<file path="src/rtl/hazard_unit_if.sv">
// hazard_unit_if: pipeline-side view of the hazard controller (stage ids, enables, stall/flush/forward controls).
// Latency: none, pure signal bundle.
// Backpressure: none, the stall/flush controls carried here are the pipeline's backpressure.
// Optional: HAZARD_PERF_COUNTERS_EN adds the three 32-bit performance counter outputs.
interface hazard_unit_if;
    // Decode / execute source ids
    logic [4:0] reg_rs_id_D;
    logic [4:0] reg_rt_id_D;
    logic [4:0] reg_rs_id_E;
    logic [4:0] reg_rt_id_E;
    // Destinations per stage
    logic [4:0] write_reg_E;
    logic [4:0] write_reg_M;
    logic [4:0] write_reg_W;
    logic       reg_write_E;
    logic       reg_write_M;
    logic       reg_write_W;
    logic       mem_to_reg_E;
    logic       mem_to_reg_M;
    // Control flow and mul/div
    logic       branch_D;
    logic       pc_src_D;
    logic       hilo_use_D;
    logic       muldiv_start_E;
    logic       muldiv_is_div_E;
    // Controls back to the pipeline
    logic       stall_F;
    logic       stall_D;
    logic       flush_D;
    logic       flush_E;
    logic [1:0] forward_a_E;
    logic [1:0] forward_b_E;
    logic       forward_a_D;
    logic       forward_b_D;
    logic       muldiv_busy;
    logic       muldiv_done;
`ifdef HAZARD_PERF_COUNTERS_EN
    logic [31:0] stall_count;
    logic [31:0] flush_count;
    logic [31:0] muldiv_stall_count;
`endif

    // Pipeline side: drives stage state, consumes controls
    modport master (
`ifdef HAZARD_PERF_COUNTERS_EN
        input  stall_count, flush_count, muldiv_stall_count,
`endif
        output reg_rs_id_D, reg_rt_id_D, reg_rs_id_E, reg_rt_id_E,
        output write_reg_E, write_reg_M, write_reg_W,
        output reg_write_E, reg_write_M, reg_write_W,
        output mem_to_reg_E, mem_to_reg_M, branch_D, pc_src_D,
        output hilo_use_D, muldiv_start_E, muldiv_is_div_E,
        input  stall_F, stall_D, flush_D, flush_E,
        input  forward_a_E, forward_b_E, forward_a_D, forward_b_D,
        input  muldiv_busy, muldiv_done
    );

    // Hazard unit side
    modport slave (
`ifdef HAZARD_PERF_COUNTERS_EN
        output stall_count, flush_count, muldiv_stall_count,
`endif
        input  reg_rs_id_D, reg_rt_id_D, reg_rs_id_E, reg_rt_id_E,
        input  write_reg_E, write_reg_M, write_reg_W,
        input  reg_write_E, reg_write_M, reg_write_W,
        input  mem_to_reg_E, mem_to_reg_M, branch_D, pc_src_D,
        input  hilo_use_D, muldiv_start_E, muldiv_is_div_E,
        output stall_F, stall_D, flush_D, flush_E,
        output forward_a_E, forward_b_E, forward_a_D, forward_b_D,
        output muldiv_busy, muldiv_done
    );
endinterface

</file>
<file path="src/rtl/hazard_unit.sv">
// hazard_unit: stall/flush/forwarding control and mul/div busy sequencing for the 5-stage pipeline.
// Latency: forwarding, stall and flush are combinational; mul/div stays busy N cycles after the start edge.
// Backpressure: holds F/D on load-use, branch-operand and HI/LO hazards; a start while busy is dropped.
// Optional: HAZARD_PERF_COUNTERS_EN adds saturating stall/flush/muldiv-stall counters.
module hazard_unit #(
    parameter int MUL_CYCLES = 4,
    parameter int DIV_CYCLES = 32
) (
    input logic          clock,
    input logic          reset,
    hazard_unit_if.slave hz
);
    localparam int MAX_CYCLES = (DIV_CYCLES > MUL_CYCLES) ? DIV_CYCLES : MUL_CYCLES;
    localparam int CNT_W      = (MAX_CYCLES > 1) ? $clog2(MAX_CYCLES) : 1;
    localparam logic [CNT_W-1:0] MUL_LOAD = CNT_W'(MUL_CYCLES - 1);
    localparam logic [CNT_W-1:0] DIV_LOAD = CNT_W'(DIV_CYCLES - 1);

    typedef enum logic {
        IDLE = 1'b0,
        BUSY = 1'b1
    } md_state_t;

    md_state_t        state_q;
    logic [CNT_W-1:0] count_q;

    logic       lw_stall;
    logic       branch_stall;
    logic       muldiv_stall;
    logic       stall;
    logic       redirect;
    logic       busy_raw;
    logic [1:0] fwd_a_e;
    logic [1:0] fwd_b_e;
    logic       fwd_a_d;
    logic       fwd_b_d;

    // Register 0 is hardwired, so a destination of 0 never creates a dependency
    function automatic logic id_hit(input logic [4:0] dst, input logic [4:0] src);
        return (dst != 5'd0) && (dst == src);
    endfunction

    // Mul/div occupancy: count holds remaining busy cycles minus one; starts while busy are dropped
    always_ff @(posedge clock) begin
        if (reset) begin
            state_q <= IDLE;
            count_q <= '0;
        end else begin
            case (state_q)
                IDLE: begin
                    if (hz.muldiv_start_E) begin
                        state_q <= BUSY;
                        count_q <= hz.muldiv_is_div_E ? DIV_LOAD : MUL_LOAD;
                    end
                end
                BUSY: begin
                    if (count_q == '0) begin
                        state_q <= IDLE;
                    end else begin
                        count_q <= count_q - 1'b1;
                    end
                end
                default: state_q <= IDLE;
            endcase
        end
    end

    // Hazard detection and operand forwarding selects; the more recent M result wins over W
    always_comb begin
        busy_raw     = (state_q == BUSY);
        lw_stall     = hz.mem_to_reg_E &&
                       (id_hit(hz.write_reg_E, hz.reg_rs_id_D) || id_hit(hz.write_reg_E, hz.reg_rt_id_D));
        branch_stall = hz.branch_D &&
                       ((hz.reg_write_E &&
                         (id_hit(hz.write_reg_E, hz.reg_rs_id_D) || id_hit(hz.write_reg_E, hz.reg_rt_id_D))) ||
                        (hz.mem_to_reg_M &&
                         (id_hit(hz.write_reg_M, hz.reg_rs_id_D) || id_hit(hz.write_reg_M, hz.reg_rt_id_D))));
        // A start in E already blocks a dependent instruction sitting in D
        muldiv_stall = hz.hilo_use_D && (busy_raw || hz.muldiv_start_E) && !reset;
        stall        = (lw_stall || branch_stall || muldiv_stall) && !reset;
        // A stalled branch must not redirect yet: the stall wins over pc_src
        redirect     = hz.pc_src_D && !stall && !reset;

        fwd_a_e = 2'b00;
        if (hz.reg_write_M && id_hit(hz.write_reg_M, hz.reg_rs_id_E)) begin
            fwd_a_e = 2'b10;
        end else if (hz.reg_write_W && id_hit(hz.write_reg_W, hz.reg_rs_id_E)) begin
            fwd_a_e = 2'b01;
        end
        fwd_b_e = 2'b00;
        if (hz.reg_write_M && id_hit(hz.write_reg_M, hz.reg_rt_id_E)) begin
            fwd_b_e = 2'b10;
        end else if (hz.reg_write_W && id_hit(hz.write_reg_W, hz.reg_rt_id_E)) begin
            fwd_b_e = 2'b01;
        end
        fwd_a_d = hz.reg_write_M && id_hit(hz.write_reg_M, hz.reg_rs_id_D);
        fwd_b_d = hz.reg_write_M && id_hit(hz.write_reg_M, hz.reg_rt_id_D);
    end

    // While reset is high only the two flushes are asserted; everything else reads 0
    assign hz.stall_F     = stall;
    assign hz.stall_D     = stall;
    assign hz.flush_E     = stall || reset;
    assign hz.flush_D     = redirect || reset;
    assign hz.forward_a_E = reset ? 2'b00 : fwd_a_e;
    assign hz.forward_b_E = reset ? 2'b00 : fwd_b_e;
    assign hz.forward_a_D = fwd_a_d && !reset;
    assign hz.forward_b_D = fwd_b_d && !reset;
    assign hz.muldiv_busy = busy_raw && !reset;
    assign hz.muldiv_done = busy_raw && (count_q == '0) && !reset;

`ifdef HAZARD_PERF_COUNTERS_EN
    logic [31:0] stall_cnt_q, stall_cnt_d;
    logic [31:0] flush_cnt_q, flush_cnt_d;
    logic [31:0] md_cnt_q, md_cnt_d;

    // Saturating event counters; the reset-forced flush is not counted
    always_comb begin
        stall_cnt_d = stall_cnt_q;
        flush_cnt_d = flush_cnt_q;
        md_cnt_d    = md_cnt_q;
        if (stall && (stall_cnt_q != 32'hFFFF_FFFF)) stall_cnt_d = stall_cnt_q + 32'd1;
        if (redirect && (flush_cnt_q != 32'hFFFF_FFFF)) flush_cnt_d = flush_cnt_q + 32'd1;
        if (muldiv_stall && (md_cnt_q != 32'hFFFF_FFFF)) md_cnt_d = md_cnt_q + 32'd1;
    end

    // Counter state
    always_ff @(posedge clock) begin
        if (reset) begin
            stall_cnt_q <= '0;
            flush_cnt_q <= '0;
            md_cnt_q    <= '0;
        end else begin
            stall_cnt_q <= stall_cnt_d;
            flush_cnt_q <= flush_cnt_d;
            md_cnt_q    <= md_cnt_d;
        end
    end

    assign hz.stall_count        = stall_cnt_q;
    assign hz.flush_count        = flush_cnt_q;
    assign hz.muldiv_stall_count = md_cnt_q;
`endif
endmodule

</file>
<file path="src/flat_wrapper.sv">
// flat-port wrapper written by rule: the top's interface ports become plain ports
module hazard_unit_flat 
#(
    parameter int MUL_CYCLES = 4,
    parameter int DIV_CYCLES = 32
)
  (clock, reset, hz_reg_rs_id_D, hz_reg_rt_id_D, hz_reg_rs_id_E, hz_reg_rt_id_E, hz_write_reg_E, hz_write_reg_M, hz_write_reg_W, hz_reg_write_E, hz_reg_write_M, hz_reg_write_W, hz_mem_to_reg_E, hz_mem_to_reg_M, hz_branch_D, hz_pc_src_D, hz_hilo_use_D, hz_muldiv_start_E, hz_muldiv_is_div_E, hz_stall_F, hz_stall_D, hz_flush_D, hz_flush_E, hz_forward_a_E, hz_forward_b_E, hz_forward_a_D, hz_forward_b_D, hz_muldiv_busy, hz_muldiv_done);
  hazard_unit_if hz_i ();
  input logic clock;
  input logic reset;
  input wire logic [$bits(hz_i.reg_rs_id_D)-1:0] hz_reg_rs_id_D;
  input wire logic [$bits(hz_i.reg_rt_id_D)-1:0] hz_reg_rt_id_D;
  input wire logic [$bits(hz_i.reg_rs_id_E)-1:0] hz_reg_rs_id_E;
  input wire logic [$bits(hz_i.reg_rt_id_E)-1:0] hz_reg_rt_id_E;
  input wire logic [$bits(hz_i.write_reg_E)-1:0] hz_write_reg_E;
  input wire logic [$bits(hz_i.write_reg_M)-1:0] hz_write_reg_M;
  input wire logic [$bits(hz_i.write_reg_W)-1:0] hz_write_reg_W;
  input wire logic [$bits(hz_i.reg_write_E)-1:0] hz_reg_write_E;
  input wire logic [$bits(hz_i.reg_write_M)-1:0] hz_reg_write_M;
  input wire logic [$bits(hz_i.reg_write_W)-1:0] hz_reg_write_W;
  input wire logic [$bits(hz_i.mem_to_reg_E)-1:0] hz_mem_to_reg_E;
  input wire logic [$bits(hz_i.mem_to_reg_M)-1:0] hz_mem_to_reg_M;
  input wire logic [$bits(hz_i.branch_D)-1:0] hz_branch_D;
  input wire logic [$bits(hz_i.pc_src_D)-1:0] hz_pc_src_D;
  input wire logic [$bits(hz_i.hilo_use_D)-1:0] hz_hilo_use_D;
  input wire logic [$bits(hz_i.muldiv_start_E)-1:0] hz_muldiv_start_E;
  input wire logic [$bits(hz_i.muldiv_is_div_E)-1:0] hz_muldiv_is_div_E;
  output wire logic [$bits(hz_i.stall_F)-1:0] hz_stall_F;
  output wire logic [$bits(hz_i.stall_D)-1:0] hz_stall_D;
  output wire logic [$bits(hz_i.flush_D)-1:0] hz_flush_D;
  output wire logic [$bits(hz_i.flush_E)-1:0] hz_flush_E;
  output wire logic [$bits(hz_i.forward_a_E)-1:0] hz_forward_a_E;
  output wire logic [$bits(hz_i.forward_b_E)-1:0] hz_forward_b_E;
  output wire logic [$bits(hz_i.forward_a_D)-1:0] hz_forward_a_D;
  output wire logic [$bits(hz_i.forward_b_D)-1:0] hz_forward_b_D;
  output wire logic [$bits(hz_i.muldiv_busy)-1:0] hz_muldiv_busy;
  output wire logic [$bits(hz_i.muldiv_done)-1:0] hz_muldiv_done;
  assign hz_i.reg_rs_id_D = hz_reg_rs_id_D;
  assign hz_i.reg_rt_id_D = hz_reg_rt_id_D;
  assign hz_i.reg_rs_id_E = hz_reg_rs_id_E;
  assign hz_i.reg_rt_id_E = hz_reg_rt_id_E;
  assign hz_i.write_reg_E = hz_write_reg_E;
  assign hz_i.write_reg_M = hz_write_reg_M;
  assign hz_i.write_reg_W = hz_write_reg_W;
  assign hz_i.reg_write_E = hz_reg_write_E;
  assign hz_i.reg_write_M = hz_reg_write_M;
  assign hz_i.reg_write_W = hz_reg_write_W;
  assign hz_i.mem_to_reg_E = hz_mem_to_reg_E;
  assign hz_i.mem_to_reg_M = hz_mem_to_reg_M;
  assign hz_i.branch_D = hz_branch_D;
  assign hz_i.pc_src_D = hz_pc_src_D;
  assign hz_i.hilo_use_D = hz_hilo_use_D;
  assign hz_i.muldiv_start_E = hz_muldiv_start_E;
  assign hz_i.muldiv_is_div_E = hz_muldiv_is_div_E;
  assign hz_stall_F = hz_i.stall_F;
  assign hz_stall_D = hz_i.stall_D;
  assign hz_flush_D = hz_i.flush_D;
  assign hz_flush_E = hz_i.flush_E;
  assign hz_forward_a_E = hz_i.forward_a_E;
  assign hz_forward_b_E = hz_i.forward_b_E;
  assign hz_forward_a_D = hz_i.forward_a_D;
  assign hz_forward_b_D = hz_i.forward_b_D;
  assign hz_muldiv_busy = hz_i.muldiv_busy;
  assign hz_muldiv_done = hz_i.muldiv_done;
  hazard_unit #(.MUL_CYCLES(MUL_CYCLES), .DIV_CYCLES(DIV_CYCLES)) u_core (.clock(clock), .reset(reset), .hz(hz_i));
endmodule
</file>
<file path="config.mk">
export PLATFORM = sky130hd
export DESIGN_NAME = hazard_unit_flat
export DESIGN_NICKNAME = d
export VERILOG_FILES = /design/src/rtl/hazard_unit_if.sv /design/src/rtl/hazard_unit.sv /design/src/flat_wrapper.sv
export SDC_FILE = /design/constraint.sdc
export NUM_CORES = 1
export LEC_CHECK = 0
export CORE_ASPECT_RATIO = 1.1
export CORE_MARGIN = 3
export CORE_UTILIZATION = 37
export DETAILED_ROUTE_END_ITERATION = 10
export PLACE_DENSITY_LB_ADDON = 0.2
export SYNTH_ARGS = -nofsm -noshare
export SYNTH_HDL_FRONTEND = slang
export SYNTH_SLANG_ARGS = --single-unit
export TNS_END_PERCENT = 30
</file>
<file path="constraint.sdc">
create_clock -name clock -period 1.8 [get_ports clock]
set_clock_uncertainty 0.1 [all_clocks]
set_input_delay 0.18 -clock clock [delete_from_list [all_inputs] [get_ports clock]]
set_output_delay 0.18 -clock clock [all_outputs]
set_load 0.02 [all_outputs]
</file>
==> results.sh, run 1 <==
export IMPL_ys_ff_latch=6
export IMPL_wl_per_cell_um=18.73
export IMPL_core_um2=2365
export IMPL_die_area_um2=3256
export IMPL_p_switching_uw=305.1
export IMPL_fp_dieW_um=54.69
export IMPL_netlist_area_um2=964.7
export IMPL_cts_buffer_depth=2
export IMPL_final_nets=263
export IMPL_p_int_uw=470.0
export IMPL_final_layout_size_suffix_gt1_share_pct=39.62
export IMPL_fmax_ghz=0.5005
export IMPL_grt_overflow_total=0
export IMPL_numCtsBuffers=3
export IMPL_ys_seq_area_share_pct=12.45
export IMPL_finalCriticalPeriod_ns=1.998
export IMPL_syn_nets=175
export IMPL_period_share_pct=111.0
export IMPL_violations="setup timing"
export IMPL_drv_slew=0
export IMPL_use_met1_pct=23.72
export IMPL_io_buffer_count=58
export IMPL_worst_pin_slew_ns=0.3245
export IMPL_ios=59
export IMPL_grt_max_degree=16
export IMPL_slew_headroom_pct=78.20
export IMPL_register_area_um2=120.1
export IMPL_use_met2_pct=52.20
export IMPL_rsz0062_at_grt="yes"
export IMPL_preCtsSetupSlack_ns=-0.9139
export IMPL_placed_cells=235
export IMPL_gp_congestion=0.8219
export IMPL_dp_hpwl_um=2893
export IMPL_leakagePower_uw=0.0008267
export IMPL_drc=0
export IMPL_ant_nets=0
export IMPL_clock_latency_ns=0.25
export IMPL_total_power_uw=775.1
export IMPL_grt_usage_pct=26.08
export IMPL_ir_worst_vdd_uv=460.6
export IMPL_instances_no_fill=242
export IMPL_antenna_found_initial=0
export IMPL_hold_viol=0
export IMPL_clk_pin_slew_ns=0.05
export IMPL_synthCells=126
export IMPL_critical_path_max_fanout=3
export IMPL_grt_most_used_layer="met2"
export IMPL_clkPwrFrac_pct=16.9
export IMPL_first_pass_iters=4
export IMPL_min_path_type="input port to register"
export IMPL_first_global_vias=1484
export IMPL_area_growth_pct=97.67
export IMPL_rows=18
export IMPL_synth_avg_cell_area_um2=7.656
export IMPL_grt_pass1_wl_um=6230
export IMPL_wl_um=4532
export IMPL_multiInputGateArea_um2=942.2
export IMPL_fp_dieH_um=59.55
export IMPL_fill_cells=153
export IMPL_finalSetupViolCount=8
export IMPL_ys_warn_count=0
export IMPL_criticalPathCategory="input port to output port"
export IMPL_initial_core_util_pct=40.79
export IMPL_cap_violations=0
export IMPL_seqPwrFrac_pct=21.7
export IMPL_htree_num_levels=1
export IMPL_vias_per_cell=5.583
export IMPL_cts_tree="built"
export IMPL_ys_types=33
export IMPL_clock_sinks=6
export IMPL_arrival_ns=1.72
export IMPL_diodes=0
export IMPL_power_density_nw_per_um2=406.5
export IMPL_status="finished, violations left"
export IMPL_met3_usage_pct=4.534
export IMPL_critPathRequiredTime_ns=1.52
export IMPL_worst_slack_ns=-0.1980
export IMPL_share_comb_of_total_power_pct=61.4
export IMPL_cp_end_kind="output port"
export IMPL_p_sw_share_pct=39.37
export IMPL_drtIter0Drc=35
export IMPL_cts_root_buffer="clkbuf_4"
export IMPL_vias=1351
export IMPL_cp_start_kind="input port"
[area by class of cell]
cell class / instances / share of cell area, %
sequential: 6 / 6.299
timing repair buffer: 91 / 40.75
inverter: 2 / 0.3937
tap: 30 / 1.969
clock buffer: 3 / 1.181
multi-input combinational: 110 / 49.41
[layer usage]
metal / share of wire [%] / up-vias / wire (um)
met5: 0 / - / 0
met4: 6.6 / 0 / 297
met3: 5.6 / 32 / 256
met2: 54 / 75 / 2454
met1: 34 / 633 / 1524
li1: - / 611 / -
[Yosys cell counts (all sizes together)]
| master | count | area share [%] |
|---|---|---|
| nand2b | 1 | 0.65 |
| a211oi | 1 | 0.78 |
| o22ai | 1 | 0.65 |
| a211o | 1 | 0.91 |
| a21oi | 7 | 3.6 |
| nor2b | 6 | 3.9 |
| clkbuf | 3 | 1.2 |
| nand3 | 7 | 3.6 |
| a311oi | 2 | 1.8 |
| or4 | 4 | 3.5 |
| xor2 | 20 | 18 |
| a31o | 1 | 0.91 |
| nor3 | 5 | 2.6 |
| nor2 | 7 | 2.7 |
| and3b | 1 | 0.91 |
| dfxtp | 6 | 12 |
| buf | 5 | 3.5 |
| inv | 2 | 0.78 |
| nor4 | 5 | 4.5 |
| o31a | 1 | 0.91 |
| nor3b | 1 | 0.78 |
| xnor2 | 20 | 18 |
| nand3b | 2 | 1.6 |
| o21a | 2 | 1.6 |
| ha | 2 | 2.6 |
| o21ai | 8 | 5.3 |
| nand2 | 5 | 1.9 |
[stage by stage]
step                      hold WS [ns]  TNS, ns  area [um^2]  util [%]
after CTS                       0.4301  -0.3701         1834     77.57
final                           0.4150  -0.9226         1907     80.63
after global routing            0.4363   -1.310         1907     80.63
after floorplan                 0.1521  -0.1527        968.4         -
after global placement          0.3926   -7.342         1759     74.39
after detailed placement        0.4228   -8.045         1759     74.39
[worst max-delay path, cell delays in order]
cell and delay [ns]:
buf_6 0.10, buf_6 0.11, xor2_1 0.15, nor3_1 0.27, nand3_1 0.17, a211o_1 0.37, a21oi_2 0.22, buf_6 0.15
[cells in the final DEF, fill, tap and decap left out, types with 2 or more instances in the layout]
master,instances
buf_6,13
a311oi_1,2
a21oi_2,2
nor4_4,4
nand3_1,6
inv_1,2
clkbuf_2,7
nor2b_1,4
nor2_1,6
nand3b_1,2
clkdlybuf4s15_1,4
xnor2_2,2
buf_4,31
dfxtp_1,6
ha_1,2
o21ai_0,5
or4_4,3
clkbuf_4,3
dlygate4sd2_1,18
nand2_1,5
buf_2,5
dlymetal6s2s_1,2
nor3_1,4
clkdlybuf4s50_1,10
xnor2_1,17
xor2_2,2
a21oi_1,5
xor2_1,18
[kinds of logic after synthesis]
group,count (synthesis),share of synthesized area [%]
simple gates,44,26.72
xor+xnor,40,36.32
compound gates,24,16.47
buf+inv,10,5.447
flops,6,12.45
fa+ha+maj,2,2.594
[worst paths after layout]
check / from / endpoint / slack, ns / cells past startpoint
hold reg to reg: u_core.count_q[1] / u_core.count_q[1] / 0.44 / 2
setup reg to reg: u_core.count_q[0] / u_core.count_q[4] / 0.17 / 7
setup / recovery: hz_write_reg_M[0] / hz_stall_D / -0.20 / 8
hold / removal: reset / u_core.busy_raw / 0.41 / 3
[timing repair]
action	4_1_cts	5_1_grt
setup endpoints to repair	12	11
pin swaps	17	13
buffers inserted	4	0
hold buffers	0	0
resized for setup	139	33
[state kept, by name, indices dropped and copies added, names as in the netlist]
signal	flops
u_core.busy_raw	1
u_core.count_q	5
[power groups by stage]
| stage | combinational, uW | sequential [uW] | clock (uW) |
|---|---|---|---|
| finish | 476 | 168 | 131 |
| global route | 507 | 170 | 142 |
| CTS | 429 | 167 | 129 |
| detailed placement | 425 | 168 | 0 |
| global placement | 408 | 167 | 0 |
| floorplan | 196 | 166 | 0 |
(Power assumes the default switching activity.)
==> run 2: changes to the inputs <==
GPL_TIMING_DRIVEN = 0   (was default)
TNS_END_PERCENT = 10   (was 30)
==> results.sh, run 2 (synthesized netlist as in run 1, its figures left out) <==
export IMPL_hold_viol=0
export IMPL_wl_per_cell_um=14.27
export IMPL_critical_path_max_fanout=2
export IMPL_largest_reg_flops=5
export IMPL_slowest_delay_ns=0.54
export IMPL_cap_violations=0
export IMPL_slew_headroom_pct=70.16
export IMPL_hold_start="reset"
export IMPL_criticalPathCategory="input port to output port"
export IMPL_core_um2=2365
export IMPL_registers_top_by_ff_count="u_core.count_q"
export IMPL_clock_sinks=6
export IMPL_ctsHoldBuffers=0
export IMPL_cts_buffer_depth=2
export IMPL_min_to="u_core.count_q[1]"
export IMPL_ios=59
export IMPL_antenna_found_initial=0
export IMPL_final_cell_mix="xnor2_1 (20), xor2_1 (20), buf_4 (14), dlygate4sd2_1 (13), clkdlybuf4s50_1 (11)"
export IMPL_ir_worst_vdd_uv=307.9
export IMPL_p_int_uw=422.6
export IMPL_rsz0062_at_grt="yes"
export IMPL_clock_latency_ns=0.25
export IMPL_place_area_um2=1536
export IMPL_worst_slack_ns=-0.08939
export IMPL_final_layout_size_suffix_gt1_share_pct=27.96
export IMPL_gp_congestion=0.7677
export IMPL_vias=1119
export IMPL_vias_per_cell=5.181
export IMPL_clk_pin_slew_ns=0.05
export IMPL_p_switching_uw=264.7
export IMPL_grt_pass1_wl_um=4988
export IMPL_r2r_slack_ns=0.17
export IMPL_diodes=0
export IMPL_dp_hpwl_um=2543
export IMPL_first_global_vias=1172
export IMPL_share_comb_of_total_power_pct=55.5
export IMPL_finalSetupViolCount=6
export IMPL_area_growth_pct=70.30
export IMPL_drtIter0Drc=25
export IMPL_status="finished, violations left"
export IMPL_period_share_pct=105.0
export IMPL_numCtsBuffers=3
export IMPL_first_pass_iters=6
export IMPL_fp_dieW_um=54.69
export IMPL_wl_um=3082
export IMPL_seqPwrFrac_pct=24.8
export IMPL_worst_path_most_repeated_cell="buf_4"
export IMPL_p_sw_share_pct=38.51
export IMPL_crit_slowest_cell="or4_4"
export IMPL_finalCriticalPeriod_ns=1.889
export IMPL_fill_cells=206
export IMPL_r2r_end="u_core.count_q[0]"
export IMPL_grt_overflow_total=0
export IMPL_reg2reg_depth=6
export IMPL_worstReg2RegStart="u_core.count_q[0]"
export IMPL_arrival_ns=1.61
export IMPL_crit_chain="buf_12 > nor2b_4 > o21ai_2 > buf_4 > or4_4 > nor4_4 > buf_4"
export IMPL_preCtsSetupSlack_ns=-1.008
export IMPL_power_density_nw_per_um2=418.4
export IMPL_fmax_ghz=0.5293
export IMPL_ant_nets=0
export IMPL_io_buffer_count=53
export IMPL_clkPwrFrac_pct=19.7
export IMPL_min_path_type="input port to register"
export IMPL_drv_slew=0
export IMPL_cp_end_kind="output port"
export IMPL_leakagePower_uw=0.0006650
export IMPL_fp_dieH_um=59.55
export IMPL_die_area_um2=3256
export IMPL_final_area_um2=1643
export IMPL_cp_start_kind="input port"
export IMPL_worst_pin_slew_ns=0.4476
export IMPL_grt_usage_pct=20.38
export IMPL_drc=0
export IMPL_rows=18
export IMPL_initial_core_util_pct=40.79
export IMPL_grt_max_degree=11
export IMPL_cts_root_buffer="clkbuf_4"
export IMPL_violations="setup timing"
export IMPL_cts_tree="built"
export IMPL_htree_num_levels=1
export IMPL_total_power_uw=687.4
export IMPL_critPathRequiredTime_ns=1.52
export IMPL_hold_depth=3
export IMPL_final_nets=237
-- run 2: cell types whose count changed in the layout (fill, tap and decap cells not counted), moves of 2 or more --
cell             previous run  this run
xnor2_2                     2         0
xnor2_1                    17        20
buf_6                      13         4
buf_4                      31        14
clkdlybuf4s15_2             0         3
xor2_1                     18        20
xor2_2                      2         0
dlygate4sd2_1              18        13
-- run 2: worst max-delay path, delay by kind of cell --
| kind | cells | cell delay (ns) |
|---|---|---|
| buffers and inverters | 3 | 0.42 |
| AO/OA/AOI/OAI | 1 | 0.07 |
| AND/OR/NAND/NOR | 3 | 0.94 |
-- run 2: area by class of cell --
| cell class | instances | area, um^2 | share of cell area, % |
|---|---|---|---|
| inverter | 2 | 7.507 | 0.4570 |
| multi-input combinational | 110 | 883.3 | 53.77 |
| sequential | 6 | 120.1 | 7.311 |
| clock buffer | 3 | 22.52 | 1.371 |
| tap | 30 | 37.54 | 2.285 |
| timing repair buffer | 57 | 511.7 | 31.15 |
| buffer | 8 | 60.06 | 3.656 |
-- run 2: how the worst max path moves through the flow --
stage                      start           endpoint  slack [ns]
3_3_place_gp               reset  hz_forward_a_E[0]       -0.91
5_1_grt        hz_write_reg_W[3]  hz_forward_a_E[0]       -0.16
4_1_cts        hz_write_reg_M[3]  hz_forward_a_E[0]        -0.1
2_1_floorplan  hz_write_reg_M[3]  hz_forward_b_E[0]       -0.09
6_report                   reset  hz_forward_a_E[0]       -0.09
3_5_place_dp               reset  hz_forward_a_E[0]       -1.01
-- run 2: metrics by stage --
stage	TNS (ns)	std cells	util, %	hold WS, ns
after floorplan	-0.1527	126	-	0.1521
after global placement	-6.797	209	64.97	0.3982
after detailed placement	-7.200	209	64.97	0.3993
after CTS	-0.4289	214	67.57	0.3560
after global routing	-0.7516	216	69.47	0.1397
final	-0.2417	216	69.47	0.1270
-- run 2: power by group through the flow --
stage / sequential [uW] / clock, uW / combinational, uW
after floorplan: 166 / 0 / 196
after global placement: 170 / 0 / 353
after detailed placement: 171 / 0 / 365
after CTS: 169 / 135 / 363
after global routing: 172 / 147 / 418
final: 170 / 135 / 382
-- run 2: routing by layer --
layer,track usage [%],share of wire [%]
met1,22.02,38
met2,39.86,57
met3,1.259,3.9
met4,6.406,1.7
met5,0,0
-- run 2: timing repair --
action,CTS,global route
setup endpoints to repair,12,11
gates resized for setup,98,51
setup buffers,2,2
pin swaps,11,9
